`src/rtl/header_stream_arbiter_if.sv`:
```
// Header stream arbiter bundle: per-port Avalon-ST inputs with headers on the
// request side, and the merged stream plus header on the inserter side.
// The master modport is the traffic side: sources and the header inserter.
// The slave modport is the arbiter itself.
interface header_stream_arbiter_if #(
  parameter int NUM_PORTS   = 4,
  parameter int DATA_WIDTH  = 128,
  parameter int HEADER_SIZE = 256,
  parameter int EMPTY_WIDTH = $clog2(DATA_WIDTH/8)
) ();
  logic [NUM_PORTS-1:0]             in_valid;
  logic [NUM_PORTS-1:0]             in_sop;
  logic [NUM_PORTS-1:0]             in_eop;
  logic [NUM_PORTS*DATA_WIDTH-1:0]  in_data;
  logic [NUM_PORTS*EMPTY_WIDTH-1:0] in_empty;
  logic [NUM_PORTS-1:0]             in_ready;
  logic [NUM_PORTS*HEADER_SIZE-1:0] hdr_data;
  logic [NUM_PORTS-1:0]             hdr_vld;
  logic                             out_valid;
  logic                             out_sop;
  logic                             out_eop;
  logic [DATA_WIDTH-1:0]            out_data;
  logic [EMPTY_WIDTH-1:0]           out_empty;
  logic                             out_ready;
  logic [HEADER_SIZE-1:0]           out_hdr_data;
  logic                             out_hdr_vld;
  logic [NUM_PORTS-1:0]             grant;
  logic                             busy;

  modport master (
    output in_valid, in_sop, in_eop, in_data, in_empty, hdr_data, hdr_vld, out_ready,
    input  in_ready, out_valid, out_sop, out_eop, out_data, out_empty,
           out_hdr_data, out_hdr_vld, grant, busy
  );

  modport slave (
    input  in_valid, in_sop, in_eop, in_data, in_empty, hdr_data, hdr_vld, out_ready,
    output in_ready, out_valid, out_sop, out_eop, out_data, out_empty,
           out_hdr_data, out_hdr_vld, grant, busy
  );
endinterface

```
`src/rtl/header_stream_arbiter.sv`:
```
// Header stream arbiter: round-robin, packet-locked selection of one of
// NUM_PORTS Avalon-ST streams (each with a header) toward a header inserter.
// A port requests with a valid sop beat and a valid header; the owner holds
// the output until its eop beat is accepted. The forwarded data path is
// purely combinational once locked.
// Optional feature: define HDR_ARB_PKT_CNT_EN to add per-port 16-bit
// counters of accepted eop beats on output pkt_cnt.
module header_stream_arbiter #(
  parameter int NUM_PORTS   = 4,
  parameter int DATA_WIDTH  = 128,
  parameter int HEADER_SIZE = 256,
  parameter int EMPTY_WIDTH = $clog2(DATA_WIDTH/8)
) (
  input  logic clk,
  input  logic rst_n,
  header_stream_arbiter_if.slave bus
`ifdef HDR_ARB_PKT_CNT_EN
  ,
  output logic [NUM_PORTS*16-1:0] pkt_cnt
`endif
);

  localparam int IDX_W = $clog2(NUM_PORTS);

  typedef enum logic {IDLE, LOCK} state_t;

  state_t               state_q;
  logic [NUM_PORTS-1:0] grant_q;
  logic                 busy_q;
  logic [IDX_W-1:0]     lastGrant_q;
  logic [IDX_W-1:0]     ownerIdx_q;

  logic [NUM_PORTS-1:0] request;
  logic                 anyRequest;
  logic [IDX_W-1:0]     pick_d;
  logic                 ownerValid;
  logic                 ownerEop;
  logic                 acceptEop;

  assign request    = bus.hdr_vld & bus.in_valid & bus.in_sop;
  assign anyRequest = |request;

  // Round-robin pick: first requesting port after the last owner, wrapping.
  always_comb begin
    logic             found;
    logic [IDX_W-1:0] candIdx;
    int               cand;
    found   = 1'b0;
    pick_d  = '0;
    candIdx = '0;
    cand    = 0;
    for (int k = 1; k <= NUM_PORTS; k++) begin
      cand = int'(lastGrant_q) + k;
      if (cand >= NUM_PORTS) begin
        cand = cand - NUM_PORTS;
      end
      candIdx = IDX_W'(cand);
      if (!found && request[candIdx]) begin
        found  = 1'b1;
        pick_d = candIdx;
      end
    end
  end

  assign ownerValid = bus.in_valid[ownerIdx_q];
  assign ownerEop   = bus.in_eop[ownerIdx_q];
  assign acceptEop  = (state_q == LOCK) && ownerValid && bus.out_ready && ownerEop;

  // Packet-lock FSM: grab a port in IDLE, hold it until its eop is accepted.
  always_ff @(posedge clk) begin
    if (!rst_n) begin
      state_q     <= IDLE;
      grant_q     <= '0;
      busy_q      <= 1'b0;
      lastGrant_q <= IDX_W'(NUM_PORTS - 1);
      ownerIdx_q  <= '0;
    end else begin
      case (state_q)
        IDLE: begin
          if (anyRequest) begin
            state_q    <= LOCK;
            grant_q    <= {{(NUM_PORTS-1){1'b0}}, 1'b1} << pick_d;
            busy_q     <= 1'b1;
            ownerIdx_q <= pick_d;
          end
        end
        LOCK: begin
          if (acceptEop) begin
            state_q     <= IDLE;
            grant_q     <= '0;
            busy_q      <= 1'b0;
            lastGrant_q <= ownerIdx_q;
          end
        end
        default: begin
          state_q <= IDLE;
          grant_q <= '0;
          busy_q  <= 1'b0;
        end
      endcase
    end
  end

  // Locked data path: steer the owner's beat and header straight through.
  always_comb begin
    bus.in_ready     = '0;
    bus.out_valid    = 1'b0;
    bus.out_sop      = 1'b0;
    bus.out_eop      = 1'b0;
    bus.out_data     = '0;
    bus.out_empty    = '0;
    bus.out_hdr_data = '0;
    bus.out_hdr_vld  = 1'b0;
    if (busy_q) begin
      bus.out_hdr_vld = 1'b1;
      for (int i = 0; i < NUM_PORTS; i++) begin
        if (ownerIdx_q == IDX_W'(i)) begin
          bus.in_ready[i]  = bus.out_ready;
          bus.out_valid    = bus.in_valid[i];
          bus.out_sop      = bus.in_sop[i];
          bus.out_eop      = bus.in_eop[i];
          bus.out_data     = bus.in_data[i*DATA_WIDTH +: DATA_WIDTH];
          bus.out_empty    = bus.in_empty[i*EMPTY_WIDTH +: EMPTY_WIDTH];
          bus.out_hdr_data = bus.hdr_data[i*HEADER_SIZE +: HEADER_SIZE];
        end
      end
    end
  end

  assign bus.grant = grant_q;
  assign bus.busy  = busy_q;

`ifdef HDR_ARB_PKT_CNT_EN
  logic [NUM_PORTS-1:0][15:0] pktCnt_q;

  // Per-port count of accepted eop beats, wrapping naturally at 16 bits.
  always_ff @(posedge clk) begin
    if (!rst_n) begin
      pktCnt_q <= '0;
    end else if (acceptEop) begin
      pktCnt_q[ownerIdx_q] <= pktCnt_q[ownerIdx_q] + 16'd1;
    end
  end

  assign pkt_cnt = pktCnt_q;
`endif

endmodule

```
`src/flat_wrapper.sv`:
```
// flat-port wrapper written by rule: the top's interface ports become plain ports
module header_stream_arbiter_flat 
#(
  parameter int NUM_PORTS   = 4,
  parameter int DATA_WIDTH  = 128,
  parameter int HEADER_SIZE = 256,
  parameter int EMPTY_WIDTH = $clog2(DATA_WIDTH/8)
)
  (clk, rst_n, bus_in_valid, bus_in_sop, bus_in_eop, bus_in_data, bus_in_empty, bus_hdr_data, bus_hdr_vld, bus_out_ready, bus_in_ready, bus_out_valid, bus_out_sop, bus_out_eop, bus_out_data, bus_out_empty, bus_out_hdr_data, bus_out_hdr_vld, bus_grant, bus_busy);
  header_stream_arbiter_if #(.NUM_PORTS(NUM_PORTS), .DATA_WIDTH(DATA_WIDTH), .HEADER_SIZE(HEADER_SIZE), .EMPTY_WIDTH(EMPTY_WIDTH)) bus_i ();
  input  logic clk;
  input  logic rst_n;
  input wire logic [$bits(bus_i.in_valid)-1:0] bus_in_valid;
  input wire logic [$bits(bus_i.in_sop)-1:0] bus_in_sop;
  input wire logic [$bits(bus_i.in_eop)-1:0] bus_in_eop;
  input wire logic [$bits(bus_i.in_data)-1:0] bus_in_data;
  input wire logic [$bits(bus_i.in_empty)-1:0] bus_in_empty;
  input wire logic [$bits(bus_i.hdr_data)-1:0] bus_hdr_data;
  input wire logic [$bits(bus_i.hdr_vld)-1:0] bus_hdr_vld;
  input wire logic [$bits(bus_i.out_ready)-1:0] bus_out_ready;
  output wire logic [$bits(bus_i.in_ready)-1:0] bus_in_ready;
  output wire logic [$bits(bus_i.out_valid)-1:0] bus_out_valid;
  output wire logic [$bits(bus_i.out_sop)-1:0] bus_out_sop;
  output wire logic [$bits(bus_i.out_eop)-1:0] bus_out_eop;
  output wire logic [$bits(bus_i.out_data)-1:0] bus_out_data;
  output wire logic [$bits(bus_i.out_empty)-1:0] bus_out_empty;
  output wire logic [$bits(bus_i.out_hdr_data)-1:0] bus_out_hdr_data;
  output wire logic [$bits(bus_i.out_hdr_vld)-1:0] bus_out_hdr_vld;
  output wire logic [$bits(bus_i.grant)-1:0] bus_grant;
  output wire logic [$bits(bus_i.busy)-1:0] bus_busy;
  assign bus_i.in_valid = bus_in_valid;
  assign bus_i.in_sop = bus_in_sop;
  assign bus_i.in_eop = bus_in_eop;
  assign bus_i.in_data = bus_in_data;
  assign bus_i.in_empty = bus_in_empty;
  assign bus_i.hdr_data = bus_hdr_data;
  assign bus_i.hdr_vld = bus_hdr_vld;
  assign bus_i.out_ready = bus_out_ready;
  assign bus_in_ready = bus_i.in_ready;
  assign bus_out_valid = bus_i.out_valid;
  assign bus_out_sop = bus_i.out_sop;
  assign bus_out_eop = bus_i.out_eop;
  assign bus_out_data = bus_i.out_data;
  assign bus_out_empty = bus_i.out_empty;
  assign bus_out_hdr_data = bus_i.out_hdr_data;
  assign bus_out_hdr_vld = bus_i.out_hdr_vld;
  assign bus_grant = bus_i.grant;
  assign bus_busy = bus_i.busy;
  header_stream_arbiter #(.NUM_PORTS(NUM_PORTS), .DATA_WIDTH(DATA_WIDTH), .HEADER_SIZE(HEADER_SIZE), .EMPTY_WIDTH(EMPTY_WIDTH)) u_core (.clk(clk), .rst_n(rst_n), .bus(bus_i));
endmodule
```
`config.mk`:
```
export PLATFORM = sky130hd
export DESIGN_NAME = header_stream_arbiter_flat
export DESIGN_NICKNAME = d
export VERILOG_FILES = /design/src/rtl/header_stream_arbiter_if.sv /design/src/rtl/header_stream_arbiter.sv /design/src/flat_wrapper.sv
export SDC_FILE = /design/constraint.sdc
export NUM_CORES = 1
export LEC_CHECK = 0
export ABC_AREA = 1
export BUFFER_PORTS_ARGS = -buffer_cell sky130_fd_sc_hd__buf_2
export CAP_MARGIN = 0
export CORE_AREA = 2 2 773 775
export CTS_CLUSTER_DIAMETER = 150
export DETAILED_ROUTE_END_ITERATION = 7
export DIE_AREA = 0 0 775 777
export HOLD_SLACK_MARGIN = 0.06
export MAX_ROUTING_LAYER = met4
export PLACE_DENSITY = 0.3
export SYNTH_ARGS = -nofsm -noshare
export SYNTH_HDL_FRONTEND = slang
export SYNTH_SLANG_ARGS = --single-unit
```
`constraint.sdc`:
```
create_clock -name clk -period 1.6 [get_ports clk]
set_input_delay 0.16 -clock clk [delete_from_list [all_inputs] [get_ports clk]]
set_output_delay 0.16 -clock clk [all_outputs]
set_load 0.05 [all_outputs]
```
Yosys cells after proc, flatten, opt, wreduce, memory -nomap -nowiden
Cells that the tools add are included.
- logic and storage cells: 113
- register bits after elaboration: 10
- magnitude comparators: 9
- reductions and logical operators: 14
- equality and inequality tests: 5
- mux-type cells: 68
- add/subtract/negate cells: 8
- shifts and indexed selects: 1
- bitwise logic cells: 3
- operator list (operator ; number):
    two-way mux 256 bit ; 5
    two-way mux 128 bit ; 5
    two-way mux 1 bit ; 33
    two-way mux 4 bit ; 8
    two-way mux 2 bit ; 8
    < comparator 2 x 3 -> 1 bit (second input constant) ; 5
    binary-select mux 1 bit (select 2 bit) ; 6
    >= comparator 3 bit (second input constant) ; 3
    bitwise AND 4 bit ; 2
    one-hot mux 4 bit (2 select lines) ; 1
    subtractor 2 x 1 -> 2 bit (second input constant) ; 4
    adder 2 x 2 -> 3 bit (second input constant) ; 2
    logical AND 1 bit ; 6
    AND reduction 2 bit ; 3
    adder 2 x 3 -> 4 bit (second input constant) ; 1
    == test 2 bit (second input constant) ; 2
    >= comparator 4 x 3 -> 1 bit (second input constant) ; 1
    one-hot mux 1 bit (2 select lines) ; 2
    OR reduction 4 bit ; 1
    left shift 1 x 2 -> 4 bit (first input constant) ; 1
    adder 2 x 1 -> 3 bit (second input constant) ; 1
    logical NOT 1 bit ; 3
    == test 2 x 1 -> 1 bit (second input constant) ; 1
    logical NOT 2 bit ; 1
    3 further kinds ; 3

Logic depth before layout (Yosys ltp)
Gate-level depths: netlist of run 1.
- word-level depth: 18
- gate-level depth with buffers: 13
- gate-level depth less buffers: 12

Worst setup path before layout of run 1
Ideal clock, no wire load.
- kind: register -> output
- start: reg u_core.busy_q (netlist: u_core.bus.busy)
- end: out bus_out_eop
- stages on the path, launching flop included: 5
- path buffers: 2
- data arrival time: 2.350 ns
- slack: -0.910 ns
- path through: dfxtp_1 > buf_2 > clkinv_1 > clkbuf_1 > nor3_1
- longest elaborated chain between the ends: 1
- ends and longest elaborated chain (element ; line ; RTL):
    from (decl) ; header_stream_arbiter.sv:29 ; logic busy_q;
    from (signal assigned) ; header_stream_arbiter.sv:74 ; busy_q <= 1'b0;
    from (signal assigned) ; header_stream_arbiter.sv:83 ; busy_q <= 1'b1;
    from (signal assigned) ; header_stream_arbiter.sv:91 ; busy_q <= 1'b0;
    two-way mux 1 bit ; header_stream_arbiter.sv:114 ; if (busy_q) begin
    to (decl) ; flat_wrapper.sv:24 ; output wire logic [$bits(bus_i.out_eop)-1:0] bus_out_eop;
Every way passes these cells.

Worst setup path in the final report of run 1
- start: reg u_core.ownerIdx_q[0]
- end: out bus_out_hdr_data[101]
- longest elaborated chain between the ends: 6
- ends and longest elaborated chain (element ; line ; RTL):
    from (decl) ; header_stream_arbiter.sv:31 ; logic [IDX_W-1:0] ownerIdx_q;
    from (signal assigned) ; header_stream_arbiter.sv:84 ; ownerIdx_q <= pick_d;
    logical NOT 2 bit ; header_stream_arbiter.sv:117 ; if (ownerIdx_q == IDX_W'(i)) begin
    two-way mux 256 bit (3 in series) ; header_stream_arbiter.sv:117 ;
    two-way mux 256 bit * ; header_stream_arbiter.sv:117 ;
    two-way mux 256 bit * ; header_stream_arbiter.sv:114 ;
    to (decl) ; flat_wrapper.sv:27 ; output wire logic [$bits(bus_i.out_hdr_data)-1:0] bus_out_hdr_data;
Mark *: on every way between the ends. The rest lies on a longest branch, timed or not.

==> results of run 1 <==
[power groups by stage]
| stage | Clock, mW | Combinational (mW) | Sequential (mW) |
|---|---|---|---|
| floorplan | 0 | 10.4 | 0.326 |
| detailed placement | 0 | 29.7 | 0.321 |
| finish | 0.507 | 32.7 | 0.318 |
| global route | 0.541 | 34.1 | 0.322 |
| CTS | 0.514 | 31.8 | 0.323 |
| global placement | 0 | 29.8 | 0.322 |
[final cells by class]
cell class                 count  area share
inverter                     214      0.0180
timing repair buffer        2581       0.473
clock buffer                   4     0.00177
tap                         7837       0.195
multi-input combinational   2052       0.299
sequential                    10     0.00421
antenna                      172     0.00857
[stage by stage]
stage / power, mW / utilization / instance area, um^2
detailed placement: 30.0 / 0.0747 / 44300
finish: 33.5 / 0.0846 / 50200
floorplan: 10.7 / - / 14900
global placement: 30.2 / 0.0747 / 44300
global route: 35.0 / 0.0846 / 50200
CTS: 32.6 / 0.0797 / 47300
[Yosys cell counts]
library cell | n | area, um^2
a21oi_1 | 162 | 811
buf_1 | 13 | 48.8
buf_2 | 98 | 490
nand2_1 | 591 | 2220
nor3_1 | 1 | 5.00
o221ai_1 | 157 | 1380
nand4_1 | 2 | 12.5
nand3_2 | 2 | 20.0
inv_4 | 1 | 6.26
nand2_8 | 1 | 20.0
inv_1 | 204 | 766
nand2_4 | 2 | 22.5
inv_2 | 8 | 30.0
nor2_1 | 408 | 1530
o21a_1 | 37 | 278
buf_4 | 5 | 37.5
clkbuf_1 | 140 | 526
a22o_1 | 1 | 8.76
o22ai_1 | 37 | 231
o21ai_0 | 234 | 1170
clkinv_1 | 1 | 3.75
dfxtp_1 | 10 | 200
buf_6 | 1 | 11.3
nor2_2 | 3 | 18.8
nand2_2 | 2 | 12.5
nand3_1 | 213 | 1070
o211ai_1 | 199 | 1490
[routing by layer]
layer | share of wire | wire [um] | track usage | vias up
li1 | - | - | - | 13707
met1 | 0.43 | 180000 | 0.167 | 15135
met2 | 0.46 | 194000 | 0.221 | 2254
met3 | 0.082 | 34800 | 0.0400 | 684
met4 | 0.032 | 13700 | 0.0289 | 0
met5 | 0 | 0 | - | -
[sequential cells by signal, indices dropped and copies added, names as in the netlist]
register,count
u_core.ownerIdx_q,2
u_core.bus.grant,4
u_core.lastGrant_q,2
u_core.bus.busy,1
u_core.state_q,1
[worst max-delay path: stages (launching register included)]
cell	delay, ns
dfxtp_4	0.42
buf_12	0.18
nand2_8	0.11
buf_16	0.18
buf_16	0.17
buf_16	0.17
o21a_4	0.13
buf_12	0.12
nor2_4	0.33
buf_12	0.21
[path summary, 6_finish.rpt]
path                                            from  depth (start not counted)  slack, ns               endpoint
worst max-delay path            u_core.ownerIdx_q[0]                          9      -0.90  bus_out_hdr_data[101]
worst min-delay path                           rst_n                          2       0.19  u_core.lastGrant_q[0]
worst max register to register  u_core.ownerIdx_q[0]                         13      -0.67    u_core.bus.grant[2]
worst min register to register        u_core.state_q                          2       0.55         u_core.state_q
[kinds of logic (layout without fill, tap and decap cells)]
logic type / after synthesis / after routing / synth area share
AOI/OAI and AO/OA: 827 / 827 / 0.432
buffers and inverters: 471 / 2799 / 0.155
DFF: 10 / 10 / 0.0161
other: 0 / 172 / 0
and+or+nand+nor: 1225 / 1225 / 0.397
[repair_timing]
item                                    4_1_cts  5_1_grt
resized for setup                           343      422
endpoints found under the setup margin      406      407
pin swaps                                    44       96
buffers inserted                             54       52
endpoints found under the hold margin         0        0
gates cloned                                 23       22
==> out/qor.log, run 1 <==
qor: outcome.status finished, violations left
qor: outcome.violations negative setup slack
qor: pwr.power.switching_fraction 0.592
qor: hold_path.min_path_type input pin to flip-flop
qor: timing.share_of_the_clock_period_used_by_the_worst_path_after_layout 1.56
qor: place.post-dp-hpwl 388 mm
qor: yosys.synth_cell_type_count 27
qor: finish.layout_commonest_cell buf_2
qor: floorplanning.overall_die_area 602000 um^2
qor: routing.wl_per_cell 32.8 um
qor: global_routing.grt_remaining_overflow 0
qor: timing.rsz0062_at_grt true
qor: yosys.number_of_instances_in_the_synthesized_netlist 2533
qor: routing.remaining_drc_errors 0
qor: global_routing.maximum_number_of_pins_on_one_net_before_global_route_repair 56
qor: timing.setup_violations 406
qor: clocking.clock-root-buffer clkbuf_16
qor: global_routing.grt_pass1_wl 487 mm
qor: finish.nets 6433
qor: clocking.cts_made_buffers 3
qor: place.place_congestion 0.960
qor: finish.multi_input_area 15000 um^2
qor: finish.sequential_cell_area 211 um^2
qor: pwr.share_comb_of_total_power 0.975
qor: timing.max_clock_freq 0.401 GHz
qor: clocking.cts-hold-fix-buffers 0
qor: pwr.power.leakage 19.6 nW
qor: clocking.clkSinkCount 10
qor: place.io_buffer_count 1971
qor: floorplanning.die-width 775 um
qor: critical_path.critical_path_class flip-flop to output pin
qor: finish.area_growth 304%
qor: yosys.synthesis.yosys.warnings 0
qor: timing.final_hold_viol_count 0
qor: timing.finClkSkew 0.00361 ns
qor: floorplanning.coreArea 593000 um^2
qor: routing.route.vias.total 31780
qor: place.dp_slack -1.11 ns
qor: global_routing.grt_pass1_vias 31592
qor: finish.finish.cell_count_without_fillers 12870
qor: floorplanning.fp-row-count 283
qor: finish.n_fill_cell 69832
qor: clocking.clock_tree.buffer_depth 2
qor: pwr.netSwitchingPower 19.9 mW
qor: critical_path.worst_ep_required_time 1.44 ns
qor: yosys.postSynthNetCount 4104
qor: pwr.cellPowerDensity 668 nW/um^2
qor: pwr.clock_power_share 0.015
qor: pwr.seqPwrFrac 0.009
qor: global_routing.grt_antenna_before_repair 404
qor: timing.setup_total_negative_slack -297.49 ns
qor: floorplanning.start_util 0.0209
qor: yosys.postSynthRegisterBits 10
qor: critical_path.worstSetupStartpointType flip-flop
qor: timing.min_period 2.50 ns
qor: finish.mostFrequentLayoutCells 1579 x buf_2, 560 x nand2_1, 525 x buf_12
qor: timing.setup_ws -0.896 ns
qor: place.dpl_cells 12575
qor: yosys.synth_area_per_cell 4.90 um^2
qor: clocking.worstSkewPairLatency 0.24 ns
qor: clocking.clk_pin_slew 0.04 ns
qor: pwr.internal_power 13.7 mW
qor: routing.dr.first_iter.drc_count 2052
qor: timing.timing_worst_slew_pin_value 0.686 ns
qor: routing.drt_pass1_iterations 5
qor: finish.ratio_of_cells_with_drive_above_1_in_the_final_layout 0.690
qor: yosys.synthesis.area 12400 um^2
qor: clocking.htree_num_levels 1
qor: floorplanning.io_pins 1972
qor: run.cap_viol_max_count 0
qor: routing.postRouteAntennaNets 0
qor: global_routing.grtUsageTotal 0.136
qor: timing.worst_slew_margin_rel 0.543
qor: pwr.vdd_ir_drop_max 0.000335 V
qor: yosys.synth-seq-area-share 0.0161
qor: clocking.cts_tree done
qor: floorplanning.die-height 777 um
qor: timing.final.hold.worst_slack 0.191 ns
qor: critical_path.cp_data_arrival_time 2.34 ns
qor: critical_path.critPathCaptureType output pin
qor: routing.drt-total-wl 422 mm
qor: routing.via_per_inst 2.47
qor: critical_path.max_fo_critical_path 7
qor: timing.drv_slew 0
No activity file was read; power rests on OpenSTA's default activity.
==> inputs of run 2 (changes only) <==
CELL_PAD_IN_SITES_DETAIL_PLACEMENT = 1   (was not set)
CELL_PAD_IN_SITES_GLOBAL_PLACEMENT = 1   (was not set)
CORE_AREA = 2 2 767 769   (was 2 2 773 775)
DIE_AREA = 0 0 769 771   (was 0 0 775 777)
GPL_ROUTABILITY_DRIVEN = 0   (was not set)
SKIP_LAST_GASP = 1   (was not set)
==> run 2 against run 1 <==
- the run still ends with negative setup slack left
- setup slack got worse by 0.29 ns
- via count rose by 2.3%
- die area shrank 1.5%
- largest power group unchanged
- combinational power hardly changed
- design area increased by 4.2%
- power decreased by 0.22%
- non-clock buffer count increased by 54
- global-route usage shrank 0.37 points
- clock skew hardly changed
- routed wire length down 3.5%
- fmax down 10%
- critical endpoint is now bus_out_hdr_data[6]
- critical path type unchanged
- flip-flop and latch count did not move
==> out/qor.log, run 2 (synthesis gave the netlist of run 1 again) <==
qor: outcome.status finished, violations left
qor: outcome.violations negative setup slack
qor: place.dpl_cells 12496 [-0.63%]
qor: critical_path.regToRegEndpoint u_core.bus.grant[0]
qor: finish.utilization 0.0895 [+0.00490]
qor: timing.drv_slew 0 [unchanged]
qor: routing.drt-total-wl 407 mm [-3.5%]
qor: routing.wl_met1 170 mm [-5.6%]
qor: timing.final.hold.worst_slack 0.192 ns [+0.00147 ns]
qor: finish.layout_commonest_cell buf_2
qor: finish.largest_register_ffs 4 [unchanged]
qor: critical_path.worst_ep_required_time 1.44 ns [about the same]
qor: routing.drt_pass1_iterations 6 [+1]
qor: finish.ratio_of_cells_with_drive_above_1_in_the_final_layout 0.717 [+0.0271]
qor: pwr.cellPowerDensity 639 nW/um^2 [-4.3%]
qor: global_routing.grt_pass1_wl 473 mm [-2.7%]
qor: critical_path.max_fo_critical_path 5 [-2]
qor: timing.share_of_the_clock_period_used_by_the_worst_path_after_layout 1.74 [+0.179]
qor: timing.finClkSkew 0.00373 ns [+0.000118 ns]
qor: floorplanning.coreArea 584000 um^2 [-1.5%]
qor: hold_path.min_path_type input pin to flip-flop
qor: critical_path.cp_data_arrival_time 2.62 ns [+0.28 ns]
qor: routing.top_layer_used met4
qor: pwr.vdd_ir_drop_max 0.000269 V [-20%]
qor: timing.timing_worst_slew_pin_value 0.932 ns [+0.246 ns]
qor: critical_path.critical_path_class flip-flop to output pin
qor: clocking.clkSinkCount 10 [unchanged]
qor: place.placed_area 43400 um^2 [-2.0%]
qor: clocking.htree_num_levels 1 [unchanged]
qor: pwr.power.leakage 20.3 nW [+3.6%]
qor: routing.wl_per_cell 31.2 um [-4.8%]
qor: critical_path.worst-r2r-cell-count 16 [+3]
qor: finish.nets 6488 [+0.85%]
qor: place.io_buffer_count 1971 [unchanged]
qor: clocking.clk_pin_slew 0.05 ns [about the same]
qor: finish.mostFrequentLayoutCells 1598 x buf_2, 527 x nand2_1, 496 x buf_12
qor: routing.route.met3.wl 41.7 mm [+20%]
qor: critical_path.crit-reg2reg-launch u_core.ownerIdx_q[1]
qor: floorplanning.io_pins 1972 [unchanged]
qor: floorplanning.fp-row-count 281 [-0.71%]
qor: clocking.clock-root-buffer clkbuf_16
qor: routing.postRouteAntennaNets 0 [unchanged]
qor: floorplanning.die-height 771 um [-0.77%]
qor: floorplanning.die-width 769 um [-0.77%]
qor: critical_path.worstSetupStartpointType flip-flop
qor: clocking.clock_tree.buffer_depth 2 [unchanged]
qor: global_routing.grt_antenna_before_repair 451 [+12%]
qor: clocking.cts_made_buffers 3 [unchanged]
qor: global_routing.grt_remaining_overflow 0 [unchanged]
qor: finish.n_fill_cell 70055 [+0.32%]
qor: critical_path.startpoint u_core.ownerIdx_q[0]
qor: routing.route.vias.total 32508 [+2.3%]
qor: clocking.worstSkewPairLatency 0.25 ns [about the same]
qor: routing.via_per_inst 2.49 [+0.95%]
qor: routing.dr.first_iter.drc_count 2011 [-2.0%]
qor: routing.met2RoutedLength 179 mm [-8.0%]
qor: timing.final_hold_viol_count 0 [unchanged]
qor: timing.setup_violations 405 [-0.25%]
qor: finish.final_cell_area 52300 um^2 [+4.2%]
qor: timing.max_clock_freq 0.359 GHz [-10%]
qor: critical_path.timing.reg2reg.setup_slack -0.76 ns [-0.09 ns]
qor: clocking.cts_tree done
qor: global_routing.grtUsageTotal 0.133 [-0.00367]
qor: run.cap_viol_max_count 0 [unchanged]
qor: timing.worst_slew_margin_rel 0.376 [-0.167]
qor: critical_path.timing.critical_path.to bus_out_hdr_data[6]
qor: finish.finish.cell_count_without_fillers 13041 [+1.3%]
qor: critical_path.critPathCaptureType output pin
qor: place.post-dp-hpwl 370 mm [-4.6%]
qor: finish.area_growth 321%
qor: timing.rsz0062_at_grt true
qor: floorplanning.start_util 0.0212 [+0.000314]
qor: timing.min_period 2.78 ns [+0.287 ns]
qor: routing.remaining_drc_errors 0 [unchanged]
qor: timing.setup_ws -1.18 ns [-0.287 ns]
qor: global_routing.maximum_number_of_pins_on_one_net_before_global_route_repair 41 [-27%]
qor: global_routing.grt_pass1_vias 32448 [+2.7%]
qor: floorplanning.overall_die_area 593000 um^2 [-1.5%]
## run 2: layer usage
metal / track usage / vias up
li1: - / 13990
met1: 0.160 / 15637
met2: 0.202 / 2242
met3: 0.0510 / 639
met4: 0.0435 / 0
met5: - / -
## run 2: power by group
part	internal [mW]	switching (mW)	total, mW
Clock	0.380	0.159	0.539
Sequential	0.274	0.0521	0.326
Combinational	13.1	19.5	32.6
Total	13.7	19.7	33.4
## run 2: worst min path at each step
stage                     start                     to  slack (ns)  depth (start not counted)
after floorplan           rst_n  u_core.lastGrant_q[0]        0.26                          1
after global placement    rst_n  u_core.lastGrant_q[1]        0.45                          2
after detailed placement  rst_n  u_core.lastGrant_q[0]        0.46                          2
after CTS                 rst_n  u_core.lastGrant_q[1]        0.20                          2
after global routing      rst_n  u_core.lastGrant_q[0]        0.21                          2
final                     rst_n  u_core.lastGrant_q[1]        0.19                          2
## run 2: area by class of cell
| class | count | area, um^2 | area share |
|---|---|---|---|
| sequential | 10 | 211 | 0.00404 |
| timing repair buffer | 2635 | 24000 | 0.459 |
| timing repair inverter | 1 | 30.0 | 0.000574 |
| antenna | 343 | 858 | 0.0164 |
| multi-input combinational | 2052 | 16500 | 0.315 |
| clock buffer | 4 | 88.8 | 0.00170 |
| tap | 7782 | 9740 | 0.186 |
| inverter | 214 | 897 | 0.0171 |
## run 2: repair_timing
action,in CTS,in global routing
hold buffers,0,0
gates cloned,19,16
setup buffers,102,105
resized for setup,387,933
pin swaps,76,282
setup endpoints to repair,405,407
## run 2: per-stage QoR
stage	setup slack, ns	TNS, ns	power [mW]
after detailed placement	-1.29	-242.92	28.9
after global placement	-1.51	-248.56	29.0
after CTS	-1.27	-378.51	31.5
after floorplan	-0.471	-19.21	10.7
after global routing	-1.26	-380.04	35.0
final	-1.18	-349.66	33.4
## run 2: critical path, cell delays in order (launching register included)
cell	delay (ns)
dfxtp_4	0.40
buf_6	0.13
nand2_8	0.05
buf_16	0.14
buf_16	0.14
buf_12	0.14
buf_8	0.13
o211ai_1	0.73
inv_2	0.23
buf_12	0.23
